===== src/rtl/apb_i2s_if.sv =====
// apb_i2s_if: APB slave bus bundle for the I2S transmitter
interface apb_i2s_if;
    logic [31:0] paddr;
    logic        psel;
    logic        penable;
    logic        pwrite;
    logic [31:0] pwdata;
    logic [31:0] prdata;
    logic        pready;
    logic        pslverr;
    modport master (output paddr, psel, penable, pwrite, pwdata, input prdata, pready, pslverr);
    modport slave (input paddr, psel, penable, pwrite, pwdata, output prdata, pready, pslverr);
endinterface


===== src/rtl/apb_i2s.sv =====
// apb_i2s: APB-programmed I2S (Philips) transmitter with per-channel TX FIFOs
module apb_i2s #(
    parameter int FIFO_DEPTH = 4,
    parameter int SCK_DIV    = 4
) (
    input  logic      i_clk,
    input  logic      i_rst,
    apb_i2s_if.slave  apb,
    output logic      i2s_sck,
    output logic      i2s_ws,
    output logic      i2s_sd
);
    localparam int AW = FIFO_DEPTH > 1 ? $clog2(FIFO_DEPTH) : 1;
    localparam int CW = $clog2(FIFO_DEPTH + 1);
    localparam int DW = $clog2(SCK_DIV);
    typedef enum logic [1:0] {IDLE, LOAD, SHIFT} state_t;
    state_t state, state_nx;
    logic [31:0]   mem [2][FIFO_DEPTH];
    logic [AW-1:0] wp [2];
    logic [AW-1:0] rp [2];
    logic [CW-1:0] cnt [2];
    logic [63:0]   sh;
    logic [5:0]    bitc;
    logic [DW-1:0] div;
    logic          en, stop_req;
    logic          acc, wr, rd, pop, ready, last;
    logic [1:0]    push, full, empty, a;
    logic          unused_ok;
    function automatic logic [AW-1:0] nxt(input logic [AW-1:0] p);
        return p == AW'(FIFO_DEPTH - 1) ? '0 : p + 1'b1;
    endfunction
    assign a         = apb.paddr[3:2];
    assign acc       = apb.psel & apb.penable;
    assign wr        = acc & apb.pwrite;
    assign rd        = acc & ~apb.pwrite;
    assign unused_ok = ^{apb.paddr[31:4], apb.paddr[1:0]};
    // channel 0 is left (TXL), channel 1 is right (TXR)
    always_comb begin
        for (int c = 0; c < 2; c++) begin
            full[c]  = cnt[c] == CW'(FIFO_DEPTH);
            empty[c] = cnt[c] == '0;
        end
        push[0] = wr & (a == 2'd3) & ~full[0];
        push[1] = wr & (a == 2'd2) & ~full[1];
        ready   = ~empty[0] & ~empty[1];
        last    = (bitc == 6'd63) & (div == DW'(SCK_DIV - 1));
    end
    assign apb.pready  = 1'b1;
    assign apb.pslverr = wr & ~i_rst & (((a == 2'd3) & full[0]) | ((a == 2'd2) & full[1]));
    assign apb.prdata  = ~(rd & ~i_rst) ? 32'd0 :
                         a == 2'd0 ? {31'd0, en} :
                         a == 2'd1 ? {28'd0, empty[1], full[1], empty[0], full[0]} : 32'd0;
    always_ff @(posedge i_clk)
        if (i_rst) state <= IDLE;
        else       state <= state_nx;
    always_comb begin
        state_nx = state;
        if (state == IDLE)       state_nx = en & ready ? LOAD : IDLE;
        else if (state == LOAD)  state_nx = SHIFT;
        else if (last)           state_nx = ~stop_req & ready ? LOAD : IDLE;
    end
    // LOAD doubles as the low half of bit 0's first sck cycle, so frames abut without a gap
    always_comb begin
        pop     = state == LOAD;
        i2s_sck = (state == SHIFT) & (div >= DW'(SCK_DIV / 2));
        i2s_ws  = (state == SHIFT) & (bitc >= 6'd31) & (bitc != 6'd63);
        i2s_sd  = state == LOAD ? mem[0][rp[0]][31] : (state == SHIFT) & sh[63];
    end
    always_ff @(posedge i_clk)
        for (int c = 0; c < 2; c++)
            if (push[c]) mem[c][wp[c]] <= apb.pwdata;
    always_ff @(posedge i_clk) begin
        if (i_rst) begin
            for (int c = 0; c < 2; c++) begin
                wp[c]  <= '0;
                rp[c]  <= '0;
                cnt[c] <= '0;
            end
            en       <= 1'b0;
            stop_req <= 1'b0;
            sh       <= '0;
            bitc     <= '0;
            div      <= '0;
        end else begin
            for (int c = 0; c < 2; c++) begin
                if (push[c]) wp[c] <= nxt(wp[c]);
                if (pop)     rp[c] <= nxt(rp[c]);
                cnt[c] <= cnt[c] + CW'(push[c]) - CW'(pop);
            end
            // a 0 written mid-frame only requests a stop at the frame boundary
            if (wr & (a == 2'd0)) begin
                if (state == IDLE) en <= apb.pwdata[0];
                stop_req <= (state != IDLE) & ~apb.pwdata[0];
            end else if ((state == IDLE) & en & ~ready) begin
                en <= 1'b0;
            end else if ((state == SHIFT) & last & (state_nx == IDLE)) begin
                en       <= 1'b0;
                stop_req <= 1'b0;
            end
            if (state == LOAD) begin
                sh   <= {mem[0][rp[0]], mem[1][rp[1]]};
                bitc <= '0;
                div  <= DW'(1);
            end else if (state == SHIFT) begin
                if (div == DW'(SCK_DIV - 1)) begin
                    div  <= '0;
                    bitc <= bitc + 1'b1;
                    sh   <= {sh[62:0], 1'b0};
                end else begin
                    div <= div + 1'b1;
                end
            end
        end
    end
endmodule


===== src/flat_wrapper.sv =====
// flat-port wrapper written by rule: the top's interface ports become plain ports
module apb_i2s_flat 
#(
    parameter int FIFO_DEPTH = 4,
    parameter int SCK_DIV    = 4
)
  (i_clk, i_rst, i2s_sck, i2s_ws, i2s_sd, apb_paddr, apb_psel, apb_penable, apb_pwrite, apb_pwdata, apb_prdata, apb_pready, apb_pslverr);
  apb_i2s_if apb_i ();
  input  logic i_clk;
  input  logic i_rst;
  output logic i2s_sck;
  output logic i2s_ws;
  output logic i2s_sd;
  input wire logic [$bits(apb_i.paddr)-1:0] apb_paddr;
  input wire logic [$bits(apb_i.psel)-1:0] apb_psel;
  input wire logic [$bits(apb_i.penable)-1:0] apb_penable;
  input wire logic [$bits(apb_i.pwrite)-1:0] apb_pwrite;
  input wire logic [$bits(apb_i.pwdata)-1:0] apb_pwdata;
  output wire logic [$bits(apb_i.prdata)-1:0] apb_prdata;
  output wire logic [$bits(apb_i.pready)-1:0] apb_pready;
  output wire logic [$bits(apb_i.pslverr)-1:0] apb_pslverr;
  assign apb_i.paddr = apb_paddr;
  assign apb_i.psel = apb_psel;
  assign apb_i.penable = apb_penable;
  assign apb_i.pwrite = apb_pwrite;
  assign apb_i.pwdata = apb_pwdata;
  assign apb_prdata = apb_i.prdata;
  assign apb_pready = apb_i.pready;
  assign apb_pslverr = apb_i.pslverr;
  apb_i2s #(.FIFO_DEPTH(FIFO_DEPTH), .SCK_DIV(SCK_DIV)) u_core (.i_clk(i_clk), .i_rst(i_rst), .apb(apb_i), .i2s_sck(i2s_sck), .i2s_ws(i2s_ws), .i2s_sd(i2s_sd));
endmodule

===== config.mk =====
export PLATFORM = sky130hd
export DESIGN_NAME = apb_i2s_flat
export DESIGN_NICKNAME = d
export VERILOG_FILES = /design/src/rtl/apb_i2s_if.sv /design/src/rtl/apb_i2s.sv /design/src/flat_wrapper.sv
export SDC_FILE = /design/constraint.sdc
export NUM_CORES = 1
export LEC_CHECK = 0
export ABC_CLOCK_PERIOD_IN_PS = 3350
export BUFFER_PORTS_ARGS = -buffer_cell sky130_fd_sc_hd__buf_4
export CORE_MARGIN = 2
export CORE_UTILIZATION = 35
export DETAILED_ROUTE_END_ITERATION = 12
export HOLD_SLACK_MARGIN = 0.02
export PLACE_DENSITY_LB_ADDON = 0.2
export REMOVE_ABC_BUFFERS = 1
export SLEW_MARGIN = 20
export SYNTH_ARGS = -nofsm -noshare
export SYNTH_HDL_FRONTEND = slang
export SYNTH_SLANG_ARGS = --single-unit

===== constraint.sdc =====
create_clock -name i_clk -period 3.35 [get_ports i_clk]
set_clock_uncertainty 0.05 [all_clocks]
set_input_delay 0.67 -clock i_clk [delete_from_list [all_inputs] [get_ports i_clk]]
set_output_delay 0.67 -clock i_clk [all_outputs]
set_load 0.005 [all_outputs]

==> results of run 1 <==
-- registers in the layout, summed over array words and instances, names as in the netlist --
| signal | flops |
|---|---|
| u_core.cnt | 6 |
| u_core.div | 2 |
| u_core.wp | 4 |
| u_core.rp | 4 |
| u_core.sh | 64 |
| u_core.en | 1 |
| u_core.stop_req | 1 |
| u_core.state | 2 |
| u_core.mem | 256 |
| u_core.bitc | 6 |
-- placed cells by master (no fill, tap or decap), types with 2 or more instances in the layout --
cell	count
a211oi_1	66
a21oi_1	5
and2_2	10
buf_12	10
buf_4	60
clkbuf_1	15
clkbuf_16	39
clkbuf_8	4
clkinv_2	6
conb_1	29
dfxtp_1	82
edfxtp_1	264
fa_1	2
ha_1	17
ha_2	2
inv_1	17
inv_6	2
mux2i_1	63
mux4_2	64
nand2_1	15
nand2b_1	63
nand3_1	5
nand4_1	4
nor2_1	82
nor2b_1	7
nor3_1	8
nor3b_2	3
nor4b_1	2
nor4bb_1	2
o21a_1	2
o21ai_0	3
or2_2	3
or3_1	2
xnor2_1	7
xor2_1	2
-- power by group through the flow --
stage	clock [mW]	combinational, mW	sequential [mW]
after floorplan	0	0.0852	4.74
after global placement	0	0.234	4.73
after detailed placement	0	0.238	4.73
after CTS	4.00	0.238	4.64
after global routing	4.18	0.259	4.63
final	3.90	0.232	4.64
-- cell usage after synthesis (3+ instances only) --
cell type	n
ha_1	20
nor3b_2	3
a211oi_1	66
mux4_2	64
and2_1	8
clkbuf_1	23
or2_2	3
nor2_1	82
nand2_1	15
buf_1	5
xnor2_1	7
edfxtp_1	264
o21a_1	3
nand3_1	5
mux2i_1	63
buf_8	4
buf_6	4
nor2b_1	7
a21oi_1	5
buf_2	17
nand4_1	4
buf_4	29
inv_1	17
dfxtp_1	82
nand2b_1	63
nor3_1	8
o21ai_0	3
-- final cells by class --
class / count / area share, %
clock buffer: 58 / 6.61
clock inverter: 10 / 0.434
inverter: 17 / 0.388
multi-input combinational: 486 / 26.4
sequential: 346 / 58.2
tap: 532 / 4.05
timing repair buffer: 70 / 3.96
-- final timing paths --
| path | end |
|---|---|
| setup / recovery | i2s_sd |
| hold / removal | u_core.mem[0][11]$_DFFE_PP_ |
| setup reg to reg | u_core.cnt[0][2]$_SDFF_PP0_ |
| hold reg to reg | u_core.sh[0]$_SDFFE_PP0P_ |
-- layer usage --
| layer | part of all wire, % | wire [um] | up-vias |
|---|---|---|---|
| li1 | - | - | 3482 |
| met1 | 46 | 13700 | 3776 |
| met2 | 49 | 14400 | 138 |
| met3 | 3.6 | 1060 | 34 |
| met4 | 1.6 | 478 | 0 |
| met5 | 0 | 0 | - |
-- stage by stage --
step | setup TNS (ns) | std cells | cell area, sq um
after floorplan | -74.74 | 849 | 13900
after global placement | 0 | 1451 | 15300
after detailed placement | 0 | 1451 | 15300
after CTS | 0 | 1519 | 16400
after global routing | 0 | 1519 | 16400
final | 0 | 1519 | 16400
-- worst register-to-register path: stages (launching register included) --
cell     delay (ns)
dfxtp_1        0.40
inv_1          0.11
ha_4           0.22
ha_1           0.29
inv_1          0.04
ha_1           0.20
fa_1           0.38
xnor2_1        0.19
xnor2_1        0.14
nor2_1         0.05
-- kinds of logic after synthesis --
family          count (synthesis)  share of synthesized area, %
compound gates                 86                          4.45
xor+xnor                        9                         0.549
fa+ha+maj                      22                          2.02
buf+inv                        99                          4.02
flops                         346                          66.7
mux                           127                          14.4
other cells                     2                        0.0523
simple gates                  213                          7.78
==> flow_summary.ini, run 1 <==
[cts]
cts_hold_buf = 0
cts_sinks = 346
cts_tree = built
clk_pin_slew_worst_paths_ns = 0.06
numCtsBuffers = 38
cts_setup_buffers = 0
htree_levels = 2
clk_latency_ns = 0.53
cts-resized-gates = 0
clockRootBuffer = clkbuf_16
max-clock-path-buffers = 3

[setup_path]
cpMostUsedCell = buf_4
cp_cell_sequence = inv_1 > ha_4 > buf_4 > o21ai_1 > buf_4
cp.required_ns = 2.63
max_stage_delay_ns = 0.57
cp_max_fo = 33
cp_num_cells = 5
reg2reg_slack_ns = 1.17
end_kind = output port
crit_path_start_kind = flip-flop
r2r_cells = 9
regToRegStartpoint = u_core.state[1]$_SDFF_PP0_
critPathKind = reg2out
startpoint = u_core.state[1]$_SDFF_PP0_
critPathTopFamily = buffers and inverters
worstPathArrival_ns = 2.10
critPathSlowestCell = buf_4
worst-path-buf-inv = 3

[logic_synthesis]
synth_top_area_share_pct = 55.2
ys.flop_type = edfxtp_1
avgSynthCellArea_sq_um = 15.9
synth_edf_count = 264
ys_seq_area_share_pct = 66.7
yosys-top-cells-area = edfxtp_1 55%, dfxtp_1 11%, mux4_2 10%
synth_warnings = 0
synth_top_cell_by_area = edfxtp_1
netlist_area_sq_um = 14300
ys_seq_elements = 346
synthCells = 904
synthArstFlopShare_pct = 0
ys_types = 50

[timing]
worstMarginPinSlew_ns = 0.905
slew_violations = 0
relSlewSlack_pct = 39.7
whs_ns = 0.328
final-hold-violation-count = 0
rsz0062_at_grt = no
clock.fmax_mhz = 354
fin_ws_ns = 0.527
setup_violations = 0
fin_crit_ns = 2.82
fin_crit_sh_pct = 84.3

[global_route]
track_usage_pct = 14.4
grt.met1_usage_pct = 19.5
grt_pass1_wl_um = 46500
gr-usage-met2_pct = 24.3
grt_overflow = 0
grt_start_max_net_pins = 67
first_global_vias = 7692
antenna_found_initial = 0
gr-usage-met3_pct = 2.22
grt-busiest-layer = met2

[placed_design]
place.gp.congestion = 0.666
io_buffers = 46
dp_hpwl_um = 16400
place_ws_ns = 0.602

[power]
power.density_nw_per_um2 = 533
power_leakage_nw = 5.17
comb_power_share_pct = 2.6
switching_power_mw = 1.79
pwr-share-seq_pct = 52.9
p_sw_share_pct = 20.4
intPower_mw = 6.97
peakVddDrop_uv = 379
pwr-share-clk_pct = 44.5
total_power_mw = 8.76

[die]
die-height_um = 206
dieArea_sq_um = 42600
start_util_pct = 35.3
core-area_sq_um = 40600
fp-row-count = 74
dieWidth_um = 206
io-pin-count = 106

[worst_hold_path]
hold_class = in2reg
hp-start = apb_pwdata[11]
whs_path_depth = 1

[status]
status = complete, no violations

[job]
cap_violations = 0

[cells_and_area]
syn_to_final_growth_pct = 14.6
n_antenna_cell = 0
post-route-util_pct = 40.4
final-seq-area_sq_um = 9570
num-nets-final = 1050
fillCellCount = 3717
multi_input_area_sq_um = 4330
drive_gt1_share_pct = 21.4

[drt]
vias_per_cell = 4.89
vias = 7430
wl_um = 29600
drtPass1Iterations = 4
drtIter0Drc = 423
post_drt_wl_per_cell_um = 19.5
drc = 0
ant_nets = 0
(Power assumes the default switching activity.)
==> run 2: changes to the inputs <==
Settings changed: ABC_AREA from default to 1, ABC_CLOCK_PERIOD_IN_PS 3350 to 2700.
Clock period 3.35 ns to 2.7 ns, I/O delays scaled along.
==> run 2 against run 1 <==
Net effect:
- register-to-register slack lost 0.45 ns
- combinational power grew 44%
- global-route usage grew 0.55 points
- non-clock buffer count grew 4
- cell area shrank 2.6%
- worst setup slack lost 0.33 ns
- first-iteration DRC count grew 26%
==> flow_summary.ini, run 2 <==
[status]
status = complete, no violations

[die]
core-area_sq_um = 38900
die-height_um = 203
dieArea_sq_um = 41300
fp-row-count = 72
io-pin-count = 106
start_util_pct = 35.7
dieWidth_um = 203

[logic_synthesis]
ys_types = 41
synth_top_cell_by_area = edfxtp_1
yosys-top-cells-area = edfxtp_1 57%, dfxtp_1 12%, o21ai_0 4.0%
ys_seq_elements = 346
synth_top_area_share_pct = 57.1
netlist_area_sq_um = 13900
synthTopCellsByCount = 264 x edfxtp_1, 140 x nor2_1, 110 x o21ai_0
synth_edf_count = 264
synth.most_common_cell = edfxtp_1
ys_seq_area_share_pct = 68.9
ys.flop_type = edfxtp_1
synthCells = 1130
synthArstFlopShare_pct = 0
synth_warnings = 0
avgSynthCellArea_sq_um = 12.3

[setup_path]
startpoint = u_core.state[1]$_SDFF_PP0_
cp.required_ns = 2.11
end_kind = output port
r2r_cells = 8
cp_max_fo = 19
worstPathArrival_ns = 1.91
regToRegStartpoint = u_core.state[1]$_SDFF_PP0_
crit_path_start_kind = flip-flop
reg2reg_slack_ns = 0.72
critPathKind = reg2out
r2r-end = u_core.cnt[0][2]$_SDFF_PP0_

[cells_and_area]
drive_gt1_share_pct = 12.8
mostFrequentLayoutCells = 264 x edfxtp_1, 132 x nor2_1, 110 x o21ai_0, 89 x o21ai_1, 82 x dfxtp_1
layout_commonest_cell = edfxtp_1
largest_reg_flops = 256
fin_area_sq_um = 16000
syn_to_final_growth_pct = 15.3
n_antenna_cell = 0
post-route-util_pct = 41.1
num-nets-final = 1264

[timing]
setup_violations = 0
clock.fmax_mhz = 400
fin_crit_ns = 2.50
slew_violations = 0
whs_ns = 0.204
fin_crit_sh_pct = 92.6
final-hold-violation-count = 0
worstMarginPinSlew_ns = 0.749
rsz0062_at_grt = no
relSlewSlack_pct = 50.1

[placed_design]
dp_hpwl_um = 16700
place.gp.congestion = 0.728
io_buffers = 46
place_area_sq_um = 14800

[power]
peakVddDrop_uv = 363
power.density_nw_per_um2 = 682
total_power_mw = 10.9
power_leakage_nw = 5.42

[drt]
drtIter0Drc = 532
vias = 8579
ant_nets = 0
wl_um = 30300
drtPass1Iterations = 5
vias_per_cell = 4.98
post_drt_wl_per_cell_um = 17.6
drc = 0

[cts]
cts_setup_buffers = 0
cts_tree = built
numCtsBuffers = 39
cts_sinks = 346
cts-resized-gates = 0
cts_hold_buf = 0
clockRootBuffer = clkbuf_16
max-clock-path-buffers = 3
clk_pin_slew_worst_paths_ns = 0.06
clk_latency_ns = 0.52
htree_levels = 2

[worst_hold_path]
hold_end = u_core.mem[0][55]$_DFFE_PP_
hp-start = apb_pwdata[23]
hold_class = in2reg
whs_path_depth = 1

[job]
cap_violations = 0

[global_route]
grt_start_max_net_pins = 67
first_global_vias = 8705
track_usage_pct = 15.0
grt_overflow = 0
antenna_found_initial = 1
grt_pass1_wl_um = 48600
==> run 2: worst max-delay path, cell delays in order (launching register included) <==
cell and delay, ns:
dfxtp_1 0.33, inv_1 0.08, ha_2 0.29, buf_4 0.33, inv_2 0.06, nand3_1 0.07
nand2_1 0.09, buf_4 0.15
==> run 2: worst max path at each step <==
stage / to / slack (ns) / cells after the start
floorplan: i2s_sd / -0.41 / 5
global placement: u_core.cnt[0][5]$_SDFF_PP0_ / 0.67 / 10
detailed placement: u_core.mem[0][73]$_DFFE_PP_ / 0.66 / 6
CTS: i2s_sd / 0.13 / 6
global route: i2s_sd / 0.06 / 6
finish: i2s_sd / 0.20 / 7
==> run 2: where the power goes <==
group          internal (mW)  switching, mW  leakage [nW]
Clock                   2.82           2.02         0.575
Sequential              5.74         0.0106          3.05
Combinational          0.106          0.229          1.80
Total                   8.67           2.26          5.42
==> run 2: cell type report <==
class | count | area [sq um]
flip-flops and latches | 346 | 9570
multi-input cells | 657 | 3700
repair buffers | 74 | 706
inverters | 55 | 210
well taps | 518 | 648
clock buffers | 57 | 1090
clock inverters | 14 | 91.3
fillers | 3718 | 22900
==> run 2: cell families after synthesis <==
group                    count (synthesis)  synth area share [%]
buffers and inverters                  154                  5.71
other                                    2                0.0541
adder cells (fa/ha/maj)                 22                  2.09
multiplexers                            31                  2.23
AO/OA/AOI/OAI                          371                  14.9
flip-flops                             346                  68.9
AND/OR/NAND/NOR                        201                  5.93
XOR/XNOR                                 3                 0.189
==> run 2: layer usage <==
layer	part of all wire (%)	vias up	track usage (%)	routed length [um]
met3	4.6	38	2.65	1400
li1	-	4209	-	-
met5	0.043	-	0	13
met2	46	168	24.2	13900
met4	1.5	2	3.31	456
met1	48	4162	21.0	14600
==> run 2: per-stage QoR <==
step | setup slack, ns | instances | TNS, ns
global route | 0.0559 | 1721 | 0
detailed placement | 0.659 | 1650 | 0
CTS | 0.134 | 1721 | 0
floorplan | -0.407 | 1058 | -41.15
finish | 0.199 | 1721 | 0
global placement | 0.675 | 1650 | 0
==> run 3: changes to the inputs <==
Settings changed: ABC_AREA 1 to default.
==> run 3 against run 2 <==
Net effect:
- critical path depth fell by 2
- worst hold slack got worse by 0.0080 ns
- worst setup slack improved by 0.046 ns
- utilization fell by 0.51 points
- combinational power fell by 14%
==> flow_summary.ini, run 3 (same netlist as run 1, synthesis figures left out) <==
[global_route]
antenna_found_initial = 2
grt_pass1_wl_um = 45700
grt-busiest-layer = met2
grt_start_max_net_pins = 67
grt_overflow = 0
gr-usage-met3_pct = 2.63
grt.met1_usage_pct = 18.7
first_global_vias = 7808
track_usage_pct = 14.2
gr-usage-met2_pct = 23.8

[cts]
clk_latency_ns = 0.53
cts_tree = built
clk_pin_slew_worst_paths_ns = 0.06
htree_levels = 2
numCtsBuffers = 38
cts_hold_buf = 0
max-clock-path-buffers = 3
cts_sinks = 346
clockRootBuffer = clkbuf_16

[setup_path]
worstPathArrival_ns = 1.86
cp.required_ns = 2.11
cp_max_fo = 4
end_kind = output port
crit_path_start_kind = flip-flop
max_stage_delay_ns = 0.37
critPathKind = reg2out
cp_cell_sequence = ha_1 > nand4_1 > xnor2_1 > and2_2 > buf_4
worst-path-buf-inv = 1
critPathTopFamily = simple AND/OR/NAND/NOR gates
critPathSlowestCell = dfxtp_1

[timing]
relSlewSlack_pct = 41.1
final-hold-violation-count = 0
fin_crit_ns = 2.45
setup_violations = 0
worstMarginPinSlew_ns = 0.883
slew_violations = 0
rsz0062_at_grt = no
fin_crit_sh_pct = 90.9
clock.fmax_mhz = 407

[power]
power_leakage_nw = 5.19
power.density_nw_per_um2 = 659
peakVddDrop_uv = 480

[cells_and_area]
final-seq-area_sq_um = 9570
syn_to_final_growth_pct = 15.1
largest_reg_flops = 256
fillCellCount = 3750
fin_area_sq_um = 16500
drive_gt1_share_pct = 21.3
num-nets-final = 1052
layout_commonest_cell = edfxtp_1
mostFrequentLayoutCells = 264 x edfxtp_1, 82 x nor2_1, 82 x dfxtp_1, 66 x a211oi_1, 64 x mux4_2
multi_input_area_sq_um = 4330
fin_cells = 1523

[die]
dieWidth_um = 206
die-height_um = 206
start_util_pct = 35.3
dieArea_sq_um = 42600
core-area_sq_um = 40600
io-pin-count = 106
fp-row-count = 74

[drt]
ant_nets = 0
vias_per_cell = 4.92
drc = 0
drtIter0Drc = 391
vias = 7490
drtPass1Iterations = 4
wl_um = 29100
post_drt_wl_per_cell_um = 19.1

[status]
status = complete, no violations

[placed_design]
io_buffers = 46
placed_cells = 1450
dp_hpwl_um = 15800
place_area_sq_um = 15300
place.gp.congestion = 0.687

[worst_hold_path]
hold_class = in2reg

[job]
cap_violations = 0
## run 3: routing by layer
metal	up-vias	part of all wire, %
li1	3497	-
met1	3822	45
met2	130	49
met3	39	4.2
met4	2	1.8
met5	-	0.045
## run 3: worst paths after layout
kind,startpoint,end,cells past startpoint,slack (ns)
max,u_core.bitc[0]$_SDFFE_PP0P_,i2s_ws,5,0.25
min,apb_pwdata[20],u_core.mem[0][244]$_DFFE_PP_,1,0.20
max reg2reg,u_core.state[1]$_SDFF_PP0_,u_core.cnt[0][2]$_SDFF_PP0_,10,0.35
min reg2reg,u_core.sh[0]$_SDFFE_PP0P_,u_core.sh[0]$_SDFFE_PP0P_,2,0.42
## run 3: power breakdown
group | internal, mW | switching (mW)
Sequential | 5.74 | 0.00824
Combinational | 0.119 | 0.168
Clock | 2.80 | 2.04
Total | 8.66 | 2.22
## run 3: per-stage QoR
stage | setup slack, ns | hold WS, ns | TNS (ns) | util (%) | total power, mW
finish | 0.245 | 0.196 | 0 | 40.6 | 10.9
global route | 0.0961 | 0.177 | 0 | 40.6 | 11.3
CTS | 0.0607 | 0.172 | 0 | 40.6 | 11.0
detailed placement | 0.397 | 0.412 | 0 | 37.6 | 6.16
global placement | 0.421 | 0.405 | 0 | 37.6 | 6.15
floorplan | -1.75 | 0.389 | -132.84 | - | 5.99
## run 3: cell type report
| cell class | instances | area share, % |
|---|---|---|
| repair buffers | 72 | 4.38 |
| flip-flops and latches | 346 | 57.9 |
| clock buffers | 56 | 6.35 |
| inverters | 17 | 0.386 |
| well taps | 532 | 4.03 |
| multi-input cells | 486 | 26.2 |
| diodes | 1 | 0.0151 |
| clock inverters | 13 | 0.689 |
## run 3: worst reg2reg max path, delay by kind of cell, from the launching register on
kind,cells,cell delay [ns]
fa+ha+maj,4,1.08
flops,1,0.39
buf+inv,3,0.36
xor+xnor,2,0.32
simple gates,1,0.05
## run 3: what timing repair did
action | in CTS | in global routing
cloned | 1 | 0
pin swaps | 0 | 0
endpoints found under the setup margin | 1 | 1
setup buffers | 0 | 2
resized for setup | 1 | 0
